**src/rtl/capture_pkg.sv**
```systemverilog
// capture_pkg: shared definitions for the capture sequencer.
//   state_e    - controller state encoding
//   DROP_BITS  - width of the dropped-sample counter
//   sat_inc    - saturating increment used by the drop counter
package capture_pkg;

  typedef enum logic [2:0] {
    ST_IDLE,
    ST_ARM,
    ST_STREAM,
    ST_GAP,
    ST_DONE
  } state_e;

  localparam int DROP_BITS = 16;

  // Increment that sticks at max_value instead of wrapping. Operates on 32 bits
  // so counters of any width up to 32 can share it.
  function automatic logic [31:0] sat_inc(input logic [31:0] value,
                                          input logic [31:0] max_value);
    return (value >= max_value) ? max_value : value + 32'd1;
  endfunction

endpackage

```
**src/rtl/sat_counter.sv**
```systemverilog
// sat_counter: clearable up-counter that saturates at all-ones.
// Ports:
//   clk      in   clock
//   rst_n    in   asynchronous active-low reset
//   clear_i  in   synchronous clear (wins over inc_i)
//   inc_i    in   count enable
//   count_o  out  current count
module sat_counter
  import capture_pkg::*;
#(
  parameter int WIDTH = DROP_BITS
) (
  input  logic             clk,
  input  logic             rst_n,
  input  logic             clear_i,
  input  logic             inc_i,
  output logic [WIDTH-1:0] count_o
);

  localparam logic [WIDTH-1:0] MAX_VALUE = '1;

  logic [WIDTH-1:0] cnt_q, cnt_d;

  always_comb begin
    // NOTE: assign the default before any branch so every path drives cnt_d;
    // a missing assignment in combinational logic infers a latch.
    cnt_d = cnt_q;
    if (clear_i) begin
      cnt_d = '0;
    end else if (inc_i) begin
      cnt_d = WIDTH'(sat_inc(32'(cnt_q), 32'(MAX_VALUE)));
    end
  end

  // NOTE: sequential state uses non-blocking assignments only, so every flop
  // samples pre-edge values regardless of statement order.
  always_ff @(posedge clk or negedge rst_n) begin
    if (!rst_n) begin
      cnt_q <= '0;
    end else begin
      cnt_q <= cnt_d;
    end
  end

  assign count_o = cnt_q;

endmodule

```
**src/rtl/capture_sequencer.sv**
```systemverilog
// capture_sequencer: packs the per-cycle antenna I/Q samples into correlator
// frames of programmable length, repeats frames N times (or until aborted), and
// counts completed frames and dropped samples.
// Ports:
//   sig_clock     in   sample clock (only clock)
//   areset_n      in   asynchronous active-low reset
//   ctl_start_i   in   start pulse; latches ctl_length_i / ctl_frames_i
//   ctl_abort_i   in   abort pulse
//   ctl_length_i  in   samples per frame L (0 = start ignored)
//   ctl_frames_i  in   frames per run N (0 = until abort)
//   ant_idata_i   in   antenna I sample
//   ant_qdata_i   in   antenna Q sample
//   sig_valid_o   out  beat valid
//   sig_last_o    out  final beat of frame
//   sig_idata_o   out  beat I data
//   sig_qdata_o   out  beat Q data
//   sig_ready_i   in   correlator ready
//   ctl_busy_o    out  controller not idle
//   ctl_done_o    out  one-cycle end-of-run pulse
//   ctl_frame_o   out  frames completed this run (wraps)
//   ctl_drops_o   out  samples dropped this run (saturates)
module capture_sequencer
  import capture_pkg::*;
#(
  parameter int WIDTH   = 4,
  parameter int LBITS   = 10,
  parameter int FBITS   = 8,
  parameter int GAP_CYC = 2
) (
  input  logic                 sig_clock,
  input  logic                 areset_n,
  input  logic                 ctl_start_i,
  input  logic                 ctl_abort_i,
  input  logic [LBITS-1:0]     ctl_length_i,
  input  logic [FBITS-1:0]     ctl_frames_i,
  input  logic [WIDTH-1:0]     ant_idata_i,
  input  logic [WIDTH-1:0]     ant_qdata_i,
  output logic                 sig_valid_o,
  output logic                 sig_last_o,
  output logic [WIDTH-1:0]     sig_idata_o,
  output logic [WIDTH-1:0]     sig_qdata_o,
  input  logic                 sig_ready_i,
  output logic                 ctl_busy_o,
  output logic                 ctl_done_o,
  output logic [FBITS-1:0]     ctl_frame_o,
  output logic [DROP_BITS-1:0] ctl_drops_o
);

  localparam int GBITS = (GAP_CYC > 1) ? $clog2(GAP_CYC) : 1;

  state_e             state_q, state_d;
  logic [LBITS-1:0]   len_q, len_d;
  logic [FBITS-1:0]   frames_q, frames_d;
  logic [FBITS-1:0]   frame_q, frame_d;
  logic [LBITS-1:0]   beat_q, beat_d;
  logic [GBITS-1:0]   gap_q, gap_d;
  logic               valid_q, valid_d;
  logic               last_q, last_d;
  logic [WIDTH-1:0]   idata_q, idata_d;
  logic [WIDTH-1:0]   qdata_q, qdata_d;
  // The frame's last beat has been loaded and is waiting for acceptance.
  logic               last_loaded_q, last_loaded_d;
  // Abort seen while streaming: close the frame early, then end the run.
  logic               abort_pend_q, abort_pend_d;

  logic               accept;
  logic               load;
  logic               force_last;
  logic               load_last;
  logic               drop_clear;
  logic               drop_inc;
  logic [FBITS-1:0]   frame_inc;

  assign accept    = valid_q & sig_ready_i;
  assign frame_inc = frame_q + FBITS'(1);
  assign load_last = force_last || (beat_q == len_q - LBITS'(1));

  always_comb begin
    state_d       = state_q;
    len_d         = len_q;
    frames_d      = frames_q;
    frame_d       = frame_q;
    beat_d        = beat_q;
    gap_d         = gap_q;
    valid_d       = valid_q;
    last_d        = last_q;
    idata_d       = idata_q;
    qdata_d       = qdata_q;
    last_loaded_d = last_loaded_q;
    abort_pend_d  = abort_pend_q;
    load          = 1'b0;
    force_last    = 1'b0;
    drop_clear    = 1'b0;
    drop_inc      = 1'b0;

    case (state_q)
      ST_IDLE: begin
        // Abort beats start; a zero length never starts a run.
        if (ctl_start_i && !ctl_abort_i && (ctl_length_i != '0)) begin
          len_d         = ctl_length_i;
          frames_d      = ctl_frames_i;
          frame_d       = '0;
          beat_d        = '0;
          last_loaded_d = 1'b0;
          abort_pend_d  = 1'b0;
          drop_clear    = 1'b1;
          state_d       = ST_ARM;
        end
      end

      ST_ARM: begin
        if (ctl_abort_i) begin
          state_d = ST_DONE;
        end else if (sig_ready_i) begin
          state_d = ST_STREAM;
        end
      end

      ST_STREAM: begin
        if (ctl_abort_i) begin
          abort_pend_d = 1'b1;
        end
        if (last_loaded_q) begin
          // Frame fully loaded: hold the last beat, ignore incoming samples.
          if (accept) begin
            valid_d       = 1'b0;
            last_d        = 1'b0;
            last_loaded_d = 1'b0;
            frame_d       = frame_inc;
            if (abort_pend_q || ctl_abort_i ||
                ((frames_q != '0) && (frame_inc == frames_q))) begin
              state_d = ST_DONE;
            end else begin
              gap_d   = '0;
              state_d = ST_GAP;
            end
          end
        end else if (!valid_q || sig_ready_i) begin
          load       = 1'b1;
          force_last = abort_pend_q || ctl_abort_i;
        end else begin
          drop_inc = 1'b1;
        end
      end

      ST_GAP: begin
        // The final gap cycle loads beat 0, so valid is low for exactly
        // GAP_CYC cycles between frames.
        if (ctl_abort_i) begin
          state_d = ST_DONE;
        end else if (gap_q == GBITS'(GAP_CYC - 1)) begin
          load    = 1'b1;
          state_d = ST_STREAM;
        end else begin
          gap_d = gap_q + GBITS'(1);
        end
      end

      ST_DONE: begin
        abort_pend_d = 1'b0;
        state_d      = ST_IDLE;
      end

      default: begin
        state_d = ST_IDLE;
      end
    endcase

    if (load) begin
      valid_d       = 1'b1;
      idata_d       = ant_idata_i;
      qdata_d       = ant_qdata_i;
      last_d        = load_last;
      last_loaded_d = load_last;
      beat_d        = load_last ? '0 : beat_q + LBITS'(1);
    end
  end

  always_ff @(posedge sig_clock or negedge areset_n) begin
    if (!areset_n) begin
      state_q       <= ST_IDLE;
      len_q         <= '0;
      frames_q      <= '0;
      frame_q       <= '0;
      beat_q        <= '0;
      gap_q         <= '0;
      valid_q       <= 1'b0;
      last_q        <= 1'b0;
      idata_q       <= '0;
      qdata_q       <= '0;
      last_loaded_q <= 1'b0;
      abort_pend_q  <= 1'b0;
    end else begin
      state_q       <= state_d;
      len_q         <= len_d;
      frames_q      <= frames_d;
      frame_q       <= frame_d;
      beat_q        <= beat_d;
      gap_q         <= gap_d;
      valid_q       <= valid_d;
      last_q        <= last_d;
      idata_q       <= idata_d;
      qdata_q       <= qdata_d;
      last_loaded_q <= last_loaded_d;
      abort_pend_q  <= abort_pend_d;
    end
  end

  sat_counter #(
    .WIDTH(DROP_BITS)
  ) u_drops (
    .clk    (sig_clock),
    .rst_n  (areset_n),
    .clear_i(drop_clear),
    .inc_i  (drop_inc),
    .count_o(ctl_drops_o)
  );

  assign sig_valid_o = valid_q;
  assign sig_last_o  = last_q;
  assign sig_idata_o = idata_q;
  assign sig_qdata_o = qdata_q;
  assign ctl_busy_o  = (state_q != ST_IDLE);
  assign ctl_done_o  = (state_q == ST_DONE);
  assign ctl_frame_o = frame_q;

endmodule

```
**config.mk**
```make
export PLATFORM = sky130hd
export DESIGN_NAME = capture_sequencer
export DESIGN_NICKNAME = d
export VERILOG_FILES = /design/src/rtl/capture_pkg.sv /design/src/rtl/sat_counter.sv /design/src/rtl/capture_sequencer.sv
export SDC_FILE = /design/constraint.sdc
export NUM_CORES = 1
export LEC_CHECK = 0
export BUFFER_PORTS_ARGS = -buffer_cell sky130_fd_sc_hd__buf_4
export CORE_ASPECT_RATIO = 0.75
export CORE_MARGIN = 8
export CORE_UTILIZATION = 32
export CTS_CLUSTER_DIAMETER = 100
export DETAILED_ROUTE_END_ITERATION = 16
export HOLD_SLACK_MARGIN = 0.1
export PLACE_DENSITY_LB_ADDON = 0.08
export SETUP_SLACK_MARGIN = 0.05
export SLEW_MARGIN = 20
export SYNTH_ARGS = -nofsm -noshare
export SYNTH_HDL_FRONTEND = slang
export SYNTH_HIERARCHICAL = 1
export SYNTH_SLANG_ARGS = --single-unit
```
**constraint.sdc**
```tcl
create_clock -name sig_clock -period 6 [get_ports sig_clock]
set_input_delay 1.2 -clock sig_clock [delete_from_list [all_inputs] [get_ports sig_clock]]
set_output_delay 1.2 -clock sig_clock [all_outputs]
set_load 0.005 [all_outputs]
```
==> out/summary.log, run 1 <==
[layout] final core occ 0.417
[placed_design] Final Wtd Congestion 0.774
[hold_path] kind of path behind the tightest hold check flip-flop to flip-flop
[grt] pin count of the biggest net entering global routing 69
[drt] mean routed wirelength per cell 16.1 um
[synth] post-synthesis sequential area ratio 0.441
[pwr] power share of the sequential group 0.358
[drt] number of vias per cell after detailed routing 5.09
[drt] count of vias placed by the detailed router 3,199
[placed_design] input/output buffers 66
[setup_path] top fanout value on the critical path 31
[cts] clock latency on the worst-skew pair 0.33 ns
[setup_path] Buf+Inv Stages, Crit Path 1
[hold_path] worst hold stages 1
[drt] DRC violation count after routing 0
[grt] global-route wire length before repair 17,000 um
[setup_path] worst setup path class input pin to flip-flop
[pwr] relative contribution of the clock network to total power 0.331
[synth] count of warnings emitted by yosys 6
[setup_path] cell with the largest stage delay on the worst path sky130_fd_sc_hd__nor2b_4
[pwr] switching pwr 0.000679 W
[setup_path] max incr delay on CP 0.77 ns
[layout] layout filler cell count 1,162
[sta] slew at the pin closest to its max-slew limit 0.909 ns
[synth] fraction of synthesis flops using an asynchronous set or reset pin 1.00
[die] starting utilization of the core area 0.330
[layout] ANT cells 0
[cts] TritonCTS clock tree built
[sta] share of the clock period used by the worst path 0.542
[setup_path] Critical Path Start Type input pin
[pwr] IR drop worst, VDD 0.166 mV
[pwr] switching share of power 0.325
[sta] highest achievable clock rate 308 MHz
[synth] Distinct cells, synth 55
[cts] hold-fix buffer count after cts 0
[synth] synthesized netlist cell count 401
[sta] total count of hold-check failures in the final report 0
[synth] number of synthesized flops with an enable pin 0
[layout] fraction of layout instances using a drive strength above 1 0.262
[cts] H-Tree Depth 3
[sta] final critical-path required period 3.25 ns
[sta] aggregate negative setup slack 0 ns
[setup_path] Worst EP arrival 3.46 ns
[die] number of primary I/O pins 67
[setup_path] cells on worst reg2reg path 7
[setup_path] ordered cell list for the critical path buf_4 -> nor4_1 -> a311oi_1 -> nor2b_4 -> nor2_1 -> a221o_1
[sta] setup skew after layout 0.00665 ns
[setup_path] cell family with the largest share of critical-path delay simple AND/OR/NAND/NOR gates
[sta] number of pins with negative max-slew slack in the final report 0
[grt] number of antenna violations at the first check in global routing 0
[sta] RSZ-0062 raised after global routing no
[cts] number of buffers inserted to repair setup after CTS 0
[synth] Post-Syn Area per Cell 9.63 um^2
[placed_design] Area after DPL 4490 um^2
[drt] DRT iter0 DRCs 203
[setup_path] type of destination of the critical path flip-flop
[grt] gr ovfl total 0
[run] number of max-cap violations 0
[die] vertical die dimension 111 um
[sta] final-report setup violation count 0
[synth] Post-Synthesis Net Count 436
[die] die outline area 15,900 um^2
[cts] clock slew at reported path FFs 0.06 ns
[cts] clock root cell sky130_fd_sc_hd__clkbuf_16
[pwr] standby leakage power 2.13 nW
[grt] vias in the first global route 3,199
[pwr] power density over the cells 428 nW/um^2
[cts] number of buffers on the longest clock path 2
[cts] Resized Gates After CTS 0
[layout] final design area excluding fillers 4880 um^2
[drt] antenna viol nets, final 0
[setup_path] data required time at the worst endpoint 6.21 ns
[synth] most used flip-flop cell after synthesis sky130_fd_sc_hd__dfrtp_1
[synth] count of state elements after synthesis 68
[synth] Post-Syn Area 3860 um^2
[die] total number of placement rows 34
[drt] first drt pass iteration count 4
[grt] total routing resource utilization after global routing 0.132
[pwr] P_int 0.00141 W
[drt] total wire length 10,100 um
[die] Core ar. 11,700 um^2
[cts] total clock sinks 68
[layout] Net count, final 496
[layout] Layout area overhead 26.4%
[pwr] fraction of power consumed by combinational cells 0.310
[die] Chip Width 143 um
[placed_design] HPWL after DPL 7180 um
[run_status] run status finished clean
[setup_path] depth of the critical timing path with buffers and inverters included 6
[sta] Slew Limit Headroom 0.394
[sta] worst-case hold slack 0.511 ns
[cts] cts bufs inserted 9
## cell usage after synthesis, drive strengths merged, types with 3 or more instances
cell     n  share of area
nand2   31          0.030
and4     3         0.0068
a31oi    5         0.0097
nor2    30          0.029
a311oi   4         0.0091
xnor2   16          0.036
xor2     9          0.020
and3    13          0.021
mux2    25          0.073
nor4    11          0.029
clkbuf  14          0.015
nand2b   4         0.0065
mux2i    5          0.013
buf      4         0.0078
a21oi   16          0.024
nor3    18          0.023
nand4    8          0.015
o21ai   33          0.043
nor2b    4         0.0065
a21o     3         0.0058
or3      3         0.0065
ha       4          0.013
a211oi   9          0.021
nand3   24          0.031
inv     14          0.014
dfrtp   68           0.44
## through the flow
step / setup slack (ns) / instances / power [W]
detailed placement: 2.39 / 612 / 0.00141
CTS: 2.74 / 628 / 0.00212
global route: 2.53 / 628 / 0.00223
finish: 2.75 / 628 / 0.00209
floorplan: 2.95 / 401 / 0.00117
global placement: 2.38 / 612 / 0.00140
## cells in the final DEF (no fill, tap or decap), types with 4 or more instances in the layout
| master | n |
|---|---|
| sky130_fd_sc_hd__a211oi_1 | 8 |
| sky130_fd_sc_hd__a21oi_1 | 15 |
| sky130_fd_sc_hd__a311oi_1 | 4 |
| sky130_fd_sc_hd__a31oi_1 | 4 |
| sky130_fd_sc_hd__and3_1 | 13 |
| sky130_fd_sc_hd__buf_4 | 67 |
| sky130_fd_sc_hd__bufinv_16 | 5 |
| sky130_fd_sc_hd__clkbuf_16 | 9 |
| sky130_fd_sc_hd__dfrtp_1 | 68 |
| sky130_fd_sc_hd__ha_1 | 4 |
| sky130_fd_sc_hd__inv_1 | 14 |
| sky130_fd_sc_hd__mux2_2 | 25 |
| sky130_fd_sc_hd__mux2i_1 | 5 |
| sky130_fd_sc_hd__nand2_1 | 31 |
| sky130_fd_sc_hd__nand2b_1 | 4 |
| sky130_fd_sc_hd__nand3_1 | 24 |
| sky130_fd_sc_hd__nand4_1 | 7 |
| sky130_fd_sc_hd__nor2_1 | 30 |
| sky130_fd_sc_hd__nor3_1 | 17 |
| sky130_fd_sc_hd__nor4_1 | 8 |
| sky130_fd_sc_hd__o21ai_0 | 32 |
| sky130_fd_sc_hd__xnor2_1 | 16 |
| sky130_fd_sc_hd__xor2_1 | 9 |
## state kept, by name, indices dropped and copies added, names as in the netlist
register / cells
u_drops/count_o: 16
sig_last_o: 1
len_q: 10
beat_q: 10
last_loaded_q: 1
abort_pend_q: 1
sig_idata_o: 4
frames_q: 8
state_q: 3
ctl_frame_o: 8
gap_q: 1
sig_qdata_o: 4
sig_valid_o: 1
## layout make-up
type	count	area, um^2	share of cell area
clock inverters	7	163	0.0333
well taps	162	203	0.0415
inverters	14	52.6	0.0108
clock buffers	9	225	0.0462
repair buffers	67	503	0.103
multi-input cells	301	2030	0.416
flip-flops and latches	68	1700	0.349
## cell families (layout without fill, tap and decap cells)
group                    count (synthesis)  in the layout  share of synthesized area
buffers and inverters                   32             97                     0.0363
XOR/XNOR                                25             25                     0.0567
AO/OA/AOI/OAI                           81             81                      0.137
adder cells (fa/ha/maj)                  4              4                     0.0130
AND/OR/NAND/NOR                        161            161                      0.230
multiplexers                            30             30                     0.0859
flip-flops                              68             68                      0.441
## power groups by stage
stage | Sequential [W] | Combinational, W | Clock, W
2_1_floorplan | 0.000705 | 0.000468 | 0
6_report | 0.000749 | 0.000648 | 0.000693
5_1_grt | 0.000768 | 0.000728 | 0.000735
3_3_place_gp | 0.000753 | 0.000648 | 0
4_1_cts | 0.000747 | 0.000657 | 0.000714
3_5_place_dp | 0.000752 | 0.000654 | 0
## path summary, 6_finish.rpt
check / from / end / slack, ns
hold / removal: sig_idata_o[0]$_DFFE_PN0P_ / sig_idata_o[0]$_DFFE_PN0P_ / 0.51
hold reg to reg: sig_idata_o[0]$_DFFE_PN0P_ / sig_idata_o[0]$_DFFE_PN0P_ / 0.51
setup / recovery: ctl_length_i[9] / beat_q[9]$_DFFE_PN0P_ / 2.75
max in group asynchronous: areset_n / frames_q[6]$_DFFE_PN0P_ / 4.41
setup reg to reg: state_q[2]$_DFFE_PN0P_ / u_drops/count_o[15]$_DFFE_PN0P_ / 3.21
min in group asynchronous: areset_n / sig_qdata_o[1]$_DFFE_PN0P_ / 0.98
## layer usage
metal / GRT usage / vias to the layer above / part of all wire
met5: 0 / - / 0
met4: 0.0346 / 0 / 0.010
met3: 0.0486 / 10 / 0.069
met2: 0.181 / 84 / 0.41
met1: 0.189 / 1516 / 0.51
li1: - / 1589 / -
Note: power is estimated with default switching activity, not from simulation.
==> run 2, diff against run 1 <==
- clock period: 6 -> 2.7 ns (I/O delays scaled with it)
==> run 2 against run 1 <==
Total power increased by 120%. Critical endpoint unchanged. Critical path type is now flip-flop to flip-flop. Cell area rose by 1.3%. Sequential share of layout area fell by 0.46 points. Worst setup slack worse by 2.5 ns.
==> out/summary.log, run 2 (same netlist as run 1, synthesis figures left out) <==
[grt] pin count of the biggest net entering global routing 69 [unchanged]
[drt] count of vias placed by the detailed router 3,281 [was 3,199]
[sta] number of pins with negative max-slew slack in the final report 0 [unchanged]
[sta] RSZ-0062 raised after global routing yes [was no]
[pwr] power density over the cells 922 nW/um^2 [was 428 nW/um^2]
[cts] H-Tree Depth 3 [unchanged]
[grt] global-route wire length before repair 17,000 um [about the same]
[sta] aggregate negative setup slack 0 ns [unchanged]
[die] total number of placement rows 34 [unchanged]
[die] Chip Width 143 um [unchanged]
[layout] final design area excluding fillers 4940 um^2 [was 4880 um^2]
[die] number of primary I/O pins 67 [unchanged]
[grt] vias in the first global route 3,259 [was 3,199]
[hold_path] kind of path behind the tightest hold check input pin to async pin [was flip-flop to flip-flop]
[setup_path] max incr delay on CP 0.47 ns [was 0.77 ns]
[drt] first drt pass iteration count 4 [unchanged]
[run] number of max-cap violations 0 [unchanged]
[placed_design] Final Wtd Congestion 0.792 [was 0.774]
[cts] clock latency on the worst-skew pair 0.33 ns [about the same]
[pwr] IR drop worst, VDD 0.447 mV [was 0.166 mV]
[drt] DRT iter0 DRCs 223 [was 203]
[grt] number of antenna violations at the first check in global routing 0 [unchanged]
[drt] number of vias per cell after detailed routing 5.12 [was 5.09]
[setup_path] Worst EP arrival 2.70 ns [was 3.46 ns]
[sta] share of the clock period used by the worst path 0.921
[placed_design] Area after DPL 4560 um^2 [was 4490 um^2]
[placed_design] instance count after placement with tap cells included 622 [was 612]
[cts] cts bufs inserted 9 [unchanged]
[run_status] run status finished clean [unchanged]
[die] die outline area 15,900 um^2 [unchanged]
[grt] total routing resource utilization after global routing 0.133 [was 0.132]
[die] Core ar. 11,700 um^2 [unchanged]
[setup_path] ordered cell list for the critical path or3_4 -> o21ai_0 -> mux2_2 -> a211oi_4 -> a21oi_4 -> and3_1 -> a221o_1 [was buf_4 -> nor4_1 -> a311oi_1 -> nor2b_4 -> nor2_1 -> a221o_1]
[setup_path] worst setup path class flip-flop to flip-flop [was input pin to flip-flop]
[sta] setup skew after layout 0.00371 ns [was 0.00665 ns]
[cts] clock root cell sky130_fd_sc_hd__clkbuf_16 [unchanged]
[sta] slew at the pin closest to its max-slew limit 0.883 ns [was 0.909 ns]
[cts] TritonCTS clock tree built [unchanged]
[drt] DRC violation count after routing 0 [unchanged]
[layout] top library cells by usage in the layout, fill and taps aside 80 x sky130_fd_sc_hd__buf_4, 68 x sky130_fd_sc_hd__dfrtp_1, 32 x sky130_fd_sc_hd__o21ai_0, 31 x sky130_fd_sc_hd__nand2_1, 30 x sky130_fd_sc_hd__nor2_1 [was 68 x sky130_fd_sc_hd__dfrtp_1, 67 x sky130_fd_sc_hd__buf_4, 32 x sky130_fd_sc_hd__o21ai_0, 31 x sky130_fd_sc_hd__nand2_1, 30 x sky130_fd_sc_hd__nor2_1]
[layout] number of flip-flops in the largest register 16 [unchanged]
[pwr] standby leakage power 2.18 nW [was 2.13 nW]
[setup_path] cell family with the largest share of critical-path delay compound AO/OA/AOI/OAI gates [was simple AND/OR/NAND/NOR gates]
[setup_path] type of destination of the critical path flip-flop [unchanged]
[placed_design] HPWL after DPL 7530 um [was 7180 um]
[drt] total wire length 10,300 um [was 10,100 um]
[die] vertical die dimension 111 um [unchanged]
[sta] total count of hold-check failures in the final report 0 [unchanged]
[setup_path] cell with the largest stage delay on the worst path sky130_fd_sc_hd__dfrtp_1 [was sky130_fd_sc_hd__nor2b_4]
[layout] commonest non-fill, non-tap cell in the layout sky130_fd_sc_hd__buf_4 [was sky130_fd_sc_hd__dfrtp_1]
[sta] final critical-path required period 2.49 ns
[setup_path] top fanout value on the critical path 8 [was 31]
[layout] final non-filler cell total 641 [was 628]
[sta] Slew Limit Headroom 0.411 [was 0.394]
[setup_path] Buf+Inv Stages, Crit Path 0 [was 1]
[setup_path] Critical Path Start Type flip-flop [was input pin]
[grt] gr ovfl total 0 [unchanged]
[cts] total clock sinks 68 [unchanged]
[layout] layout filler cell count 1,154 [was 1,162]
[layout] fraction of layout instances using a drive strength above 1 0.282 [was 0.262]
[die] starting utilization of the core area 0.330 [unchanged]
[layout] Net count, final 509 [was 496]
[sta] final-report setup violation count 0 [unchanged]
[layout] Layout area overhead 28.1% [was 26.4%]
[drt] mean routed wirelength per cell 16.1 um [about the same]
[cts] clock slew at reported path FFs 0.05 ns [was 0.06 ns]
[layout] ANT cells 0 [unchanged]
[sta] highest achievable clock rate 402 MHz
[setup_path] data required time at the worst endpoint 2.91 ns [was 6.21 ns]
[cts] hold-fix buffer count after cts 0 [unchanged]
[placed_design] input/output buffers 66 [unchanged]
[cts] number of buffers on the longest clock path 2 [unchanged]
[sta] worst-case hold slack 0.336 ns [was 0.511 ns]
[drt] antenna viol nets, final 0 [unchanged]
[run 2: cell type report]
| cell class | instances | area [um^2] | area share |
|---|---|---|---|
| multi-input combinational | 301 | 2040 | 0.412 |
| sequential | 68 | 1700 | 0.344 |
| timing repair buffer | 80 | 601 | 0.121 |
| clock buffer | 12 | 256 | 0.0519 |
| tap | 162 | 203 | 0.0410 |
| clock inverter | 4 | 95.1 | 0.0192 |
| inverter | 14 | 52.6 | 0.0106 |
[run 2: routing by layer]
layer  GRT usage  share of wire  vias to the layer above
li1            -              -                     1612
met1       0.189           0.52                     1597
met2       0.188           0.42                       67
met3      0.0473          0.050                        5
met4      0.0290         0.0052                        0
met5           0              0                        -
[run 2: path summary, 6_finish.rpt]
kind,to,slack (ns),depth (start not counted),from
worst max register to register,beat_q[9]$_DFFE_PN0P_,0.21,7,len_q[2]$_DFFE_PN0P_
min in group sig_clock,len_q[6]$_DFFE_PN0P_,0.43,3,ctl_length_i[6]
worst min-delay path,sig_qdata_o[1]$_DFFE_PN0P_,0.34,1,areset_n
worst min register to register,sig_idata_o[0]$_DFFE_PN0P_,0.51,1,sig_idata_o[0]$_DFFE_PN0P_
worst max-delay path,beat_q[9]$_DFFE_PN0P_,0.21,7,len_q[2]$_DFFE_PN0P_
max in group asynchronous,len_q[6]$_DFFE_PN0P_,1.79,1,areset_n
[run 2: through the flow]
stage / total power [W] / setup slack (ns) / util
finish: 0.00456 / 0.214 / 0.423
global route: 0.00485 / 0.0411 / 0.423
CTS: 0.00459 / 0.115 / 0.420
detailed placement: 0.00317 / 0.140 / 0.390
global placement: 0.00314 / 0.163 / 0.390
floorplan: 0.00261 / 0.159 / -
[run 2: worst reg2reg max path: stages (launching register included)]
cell and delay (ns):
sky130_fd_sc_hd__dfrtp_1 0.47, sky130_fd_sc_hd__or3_4 0.43, sky130_fd_sc_hd__o21ai_0 0.21, sky130_fd_sc_hd__mux2_2 0.39, sky130_fd_sc_hd__a211oi_4 0.31, sky130_fd_sc_hd__a21oi_4 0.12
sky130_fd_sc_hd__and3_1 0.18, sky130_fd_sc_hd__a221o_1 0.26
[run 2: timing repair]
action | in CTS | in global routing
setup buffers | 0 | 3
setup endpoints to repair | 0 | 8
gates resized for setup | 0 | 2
[run 2: power breakdown]
part / internal (W) / switching, W
combinational: 0.000796 / 0.000696
clock: 0.000951 / 0.000435
sequential: 0.00130 / 0.000377
total: 0.00305 / 0.00151
